--- src/rtl/reg_wb_arbiter.sv ---
// reg_wb_arbiter: shares the register file write port between the ALU and
// load writeback paths, and tracks pending writes in a per-register scoreboard.
//
// Ports:
//   clk, rst_n                       clock, async active-low reset
//   stall                            blocks all grants this cycle
//   alu_valid/addr/data, alu_ready   ALU writeback handshake
//   mem_valid/addr/data, mem_ready   load writeback handshake
//   claim_valid/addr                 issue stage reserves a destination
//   we, wa, wd                       registered register file write port
//   busy                             registered pending-write bitmask
module reg_wb_arbiter #(
    parameter int ADDR_WIDTH = 4,
    parameter int DATA_WIDTH = 32
) (
    input  logic                         clk,
    input  logic                         rst_n,
    input  logic                         stall,
    input  logic                         alu_valid,
    input  logic [ADDR_WIDTH-1:0]        alu_addr,
    input  logic [DATA_WIDTH-1:0]        alu_data,
    output logic                         alu_ready,
    input  logic                         mem_valid,
    input  logic [ADDR_WIDTH-1:0]        mem_addr,
    input  logic [DATA_WIDTH-1:0]        mem_data,
    output logic                         mem_ready,
    input  logic                         claim_valid,
    input  logic [ADDR_WIDTH-1:0]        claim_addr,
    output logic                         we,
    output logic [ADDR_WIDTH-1:0]        wa,
    output logic [DATA_WIDTH-1:0]        wd,
    output logic [(1<<ADDR_WIDTH)-1:0]   busy
);

    localparam int NREG = 1 << ADDR_WIDTH;

    typedef enum logic {
        GNT_ALU = 1'b0,
        GNT_MEM = 1'b1
    } gnt_e;

    gnt_e                  last_grant;
    logic                  alu_fire;
    logic                  mem_fire;
    logic                  any_fire;
    logic [ADDR_WIDTH-1:0] gnt_addr;
    logic [DATA_WIDTH-1:0] gnt_data;
    logic [NREG-1:0]       busy_next;

    // On a tie the requester that did not win last time goes first.
    always_comb begin
        alu_ready = !stall && alu_valid &&
                    (!mem_valid || last_grant == GNT_MEM);
        mem_ready = !stall && mem_valid &&
                    (!alu_valid || last_grant == GNT_ALU);
    end

    assign alu_fire = alu_valid && alu_ready;
    assign mem_fire = mem_valid && mem_ready;
    assign any_fire = alu_fire || mem_fire;

    always_comb begin
        gnt_addr = '0;
        gnt_data = '0;
        unique case (1'b1)
            alu_fire: begin
                gnt_addr = alu_addr;
                gnt_data = alu_data;
            end
            mem_fire: begin
                gnt_addr = mem_addr;
                gnt_data = mem_data;
            end
            default: ;
        endcase
    end

    // Clear first, then set: a new claim on the register being written
    // belongs to a younger producer and must survive.
    always_comb begin
        busy_next = busy;
        if (any_fire)
            busy_next[gnt_addr] = 1'b0;
        if (claim_valid)
            busy_next[claim_addr] = 1'b1;
    end

    always_ff @(posedge clk or negedge rst_n) begin
        if (!rst_n) begin
            we         <= 1'b0;
            wa         <= '0;
            wd         <= '0;
            busy       <= '0;
            last_grant <= GNT_MEM;
        end else begin
            busy <= busy_next;
            if (any_fire) begin
                we         <= 1'b1;
                wa         <= gnt_addr;
                wd         <= gnt_data;
                last_grant <= alu_fire ? GNT_ALU : GNT_MEM;
            end else begin
                we <= 1'b0;
            end
        end
    end

endmodule

--- config.mk ---
export PLATFORM = sky130hd
export DESIGN_NAME = reg_wb_arbiter
export DESIGN_NICKNAME = d
export VERILOG_FILES = /design/src/rtl/reg_wb_arbiter.sv
export SDC_FILE = /design/constraint.sdc
export NUM_CORES = 1
export LEC_CHECK = 0
export CORE_ASPECT_RATIO = 0.5
export CORE_UTILIZATION = 30
export CTS_BUF_LIST = sky130_fd_sc_hd__clkbuf_2
export DETAILED_ROUTE_END_ITERATION = 10
export GPL_TIMING_DRIVEN = 0
export HOLD_SLACK_MARGIN = 0.06
export PLACE_DENSITY_LB_ADDON = 0.05
export SETUP_SLACK_MARGIN = 0.05
export SLEW_MARGIN = 40
export SYNTH_ARGS = -nofsm -noshare
export SYNTH_HDL_FRONTEND = slang
export SYNTH_SLANG_ARGS = --single-unit
export TNS_END_PERCENT = 20
--- constraint.sdc ---
create_clock -name clk -period 2.3 [get_ports clk]
set_clock_uncertainty 0.2 [all_clocks]
set_input_delay 0.69 -clock clk [delete_from_list [all_inputs] [get_ports clk]]
set_output_delay 0.69 -clock clk [all_outputs]
set_load 0.005 [all_outputs]
After elaboration in Yosys (flattened, before gate mapping)
Index checks and enable logic that the tools add are counted.

word-level totals
  register bits after elaboration = 54
  word-level logic and storage cells = 37
  input bits = 82
  output and inout port bits = 55

operators by class
  bitwise logic cells = 4
  mux-type cells = 10
  order comparisons = 4
  reductions and logical operators = 14

operator list
  kind                                                        number
  one-hot mux 32 bit (2 select lines)                         1
  two-way mux 16 bit                                          2
  AND 16 bit                                                  1
  NOT 16 bit                                                  1
  bitwise OR 16 bit                                           1
  less-than comparator 4 x 5 -> 1 bit, second input constant  2
  demux 1 bit (select 4 bit)                                  2
  >= comparator 4 x 1 -> 1 bit, second input constant         2
  logical AND 1 bit                                           8
  one-hot mux 4 bit (2 select lines)                          1
  two-way mux 1 bit                                           4
  logical NOT 1 bit                                           3
  logical OR 1 bit                                            3
  NOT 1 bit                                                   1

Logic depth before layout (Yosys ltp)
  depth in word-level cells = 14
  gate-level depth with buffers = 6
  mapped depth without buffers = 5

Least setup slack after synthesis
OpenSTA, ideal clock, no wires.

  path type = input port to output port
  start = in mem_valid
  end = out mem_ready
  stages on the path = 4
  data required time = 1.410 ns
  path buffers = 2
  arrival time = 1.443 ns
  slack = -0.033 ns
  cell sequence = a21boi_4 > nor2b_1 > buf_2 > clkbuf_1

between the ends
  word-level cells in the longest chain between the ends = 2

RTL lines
  what                             line  RTL
  start, declared                  23    input logic mem_valid,
  logical AND 1 bit (2 in series)  54    mem_ready = !stall && mem_valid &&
  end, declared                    26    output logic mem_ready,

Every way passes these cells.

Final worst setup path
  start = reg last_grant
  end = out alu_ready

between the ends
  word-level cells in the longest chain between the ends = 2

RTL lines
  what                    line  RTL
  start, declared         42    gnt_e last_grant;
  start signal, assigned  101   last_grant <= alu_fire ? GNT_ALU : GNT_MEM;
  logical OR 1 bit        53    (!mem_valid || last_grant == GNT_MEM);
  logical AND 1 bit       52    alu_ready = !stall && alu_valid &&
  end, declared           22    output logic alu_ready,

Every way passes these cells.

==> results.cfg <==
[status]
outcome = finished, violations left
violations = setup timing

[synth]
yosys-top-cells-count = 75 x nand2_1, 53 x dfrtp_1, 32 x a22oi_1
synth_top_area_share_pct = 55.91
ys_seq_area_share_pct = 57.01
synthDistinctLibCells = 26
async_flop_share_pct = 100.0
yosysTopAreaCell = dfrtp_1
ys_top_cells_by_area = dfrtp_1 56%, nand2_1 12%, a22oi_1 10%
synth_seq_cells = 54
synth_edf_count = 0
postSynthAreaPerCell_um2 = 10.01
yosysWarnings = 0
syn_inst = 237
synth_area_um2 = 2372
synth_most_common_cell = nand2_1
synth_nets = 319
ys.flop_type = dfrtp_1

[layout]
fin_util_pct = 53.86
antenna-diode-count = 0
n_fill_cell = 703
syn2layout_area_growth_pct = 69.99
final_nets = 473
regArea_um2 = 1353
multi_input_area_um2 = 1002
drive_above_1_share_pct = 11.48

[place]
gp_congestion = 0.8447
portBuffers = 136
hpwlAfterDp_um = 5575
pre_cts_slack_ps = -1484

[clock_network]
cts_tree = yes
numCtsBuffers = 5
clk_path_buf_depth = 2
cts.sinks = 54
clk_latency_ps = 470
htree_num_levels = 2
cts.root.buffer_cell = clkbuf_2
clkTransAtPathRegs_ps = 280

[die]
floorplan.initialDensity_pct = 31.68
die_w_um = 127.8
num_rows = 22
die_h_um = 64.88
core_region_area_um2 = 7487
dieArea_um2 = 8289
num_io_pins = 137

[setup_path]
start_kind = flop
crit_family = flip-flops
crit_arrival_ps = 1530
critPathKind = reg -> out
worst_path_max_delay_cell = dfstp_2
reg2reg_depth = 7
cp.depth = 4
path_buf_inv = 1
critPathMaxStageDelay_ps = 610
end_kind = output pin
cp_max_fo = 3
worstPathRequired_ps = 1410
crit_chain = nand2b_4, nand2_4, nor2_4, buf_6

[global_route]
grt_pass1_vias = 2439
antenna_found_initial = 0
grt_overflow = 0
grtUsageMet3_pct = 4.789
busiest_layer = met2
grt_max_degree = 40
use_met1_pct = 24.00
grt_use_met2_pct = 33.02
grt_pass1_wl_um = 12170
globalRouteTotalUtil_pct = 19.05

[routing]
drt_wl_total_um = 7652
wire_per_inst_um = 15.30
via_per_inst = 4.740
vias = 2370
firstDrtPassIters = 4
antenna_left = 0
drtIter0Drc = 86
drcViolationCount = 0

[min_path]
hold_depth = 2
hold_path.class = reg -> reg

[sta]
relSlewSlack_pct = 55.90
rsz0062_at_grt = yes
hold_viol = 0
setup_slack_ps = -115.8
finalSetupViolCount = 2
finalCriticalPeriod_ps = 2416
post-route-period-util_pct = 105.0
fmax_ghz = 0.4139
drv_slew = 0
whs_ps = 309.3
tightest_slew_ps = 659.1

[power]
p_per_area_nw_per_um2 = 581.9
vdd_ir_drop_max_mv = 0.3184
p_leak_nw = 1.860

[run]
drv_cap = 0
area by class of cell:
type                            instances  area share [%]
Timing Repair Buffer                  150           35.15
Sequential cell                        54           33.54
Multi-Input combinational cell        166           24.85
Tap cell                              108           3.351
Buffer                                 13           1.986
Clock buffer                            5          0.6205
Clock inverter                          3          0.4034
Inverter                                1         0.09308
tightest hold or removal path, delay by kind of cell, from the launching register on:
family | cells | cell delay (ps)
DFF | 1 | 410
and+or+nand+nor | 2 | 100
path summary, 6_finish.rpt:
| kind | startpoint | to | slack, ps |
|---|---|---|---|
| setup / recovery | last_grant | alu_ready | -120 |
| min in group asynchronous | rst_n | wd[29] | 370 |
| hold / removal | wa[2] | wa[2] | 310 |
| setup reg to reg | last_grant | busy[8] | 150 |
| max in group asynchronous | rst_n | last_grant | 1000 |
| hold reg to reg | wa[2] | wa[2] | 310 |
flip-flops by register name (all words and copies together), names as in the netlist:
signal,cells
busy,16
wd,32
we,1
last_grant,1
wa,4
stage by stage:
step	TNS [ps]	total power (W)	cell area, um2	cells
floorplan	0	0.001478	2374	237
global placement	-101510	0.002039	3870	481
detailed placement	-30860	0.002059	3887	482
CTS	-562.2	0.002356	4016	501
global route	-380.4	0.002500	4033	500
finish	-224.2	0.002347	4033	500
layer usage:
| metal | up-vias | wire length [um] |
|---|---|---|
| met5 | - | 0 |
| met4 | 0 | 63 |
| met3 | 9 | 427 |
| met2 | 74 | 3614 |
| met1 | 1126 | 3547 |
| li1 | 1161 | - |
kinds of logic (layout without fill, tap and decap cells):
kind of cell,Yosys count,in the layout,synth area share [%]
flops,54,54,57.01
compound gates,72,72,23.00
buf+inv,17,172,3.481
simple gates,94,94,16.51
power breakdown:
group | internal (W) | switching, W
registers | 0.00111 | 0.0000931
logic | 0.000452 | 0.000311
clock network | 0.0000691 | 0.000307
total | 0.00164 | 0.000711
timing repair:
action                                  4_1_cts  5_1_grt
cloned                                        0        0
pin swaps                                     1        1
buffers inserted                             10        2
endpoints found under the setup margin      100       10
hold buffers                                  1        0
resized for setup                            85       14
hold endpoints to repair                     15        0
layout by cell type, fill, tap and decap left out, types with 6 or more instances in the layout:
| cell type | synthesis | layout |
|---|---|---|
| clkdlybuf4s50_1 | 0 | 77 |
| o41ai_1 | 15 | 10 |
| o21ai_0 | 15 | 10 |
| a22oi_1 | 32 | 32 |
| nand2_1 | 75 | 74 |
| o41ai_2 | 1 | 6 |
| o21ai_1 | 1 | 6 |
| buf_4 | 0 | 13 |
| clkbuf_2 | 0 | 6 |
| dlygate4sd2_1 | 0 | 55 |
| dfrtp_1 | 53 | 53 |
| clkbuf_1 | 11 | 7 |
Note: power is estimated with default switching activity, not from simulation.
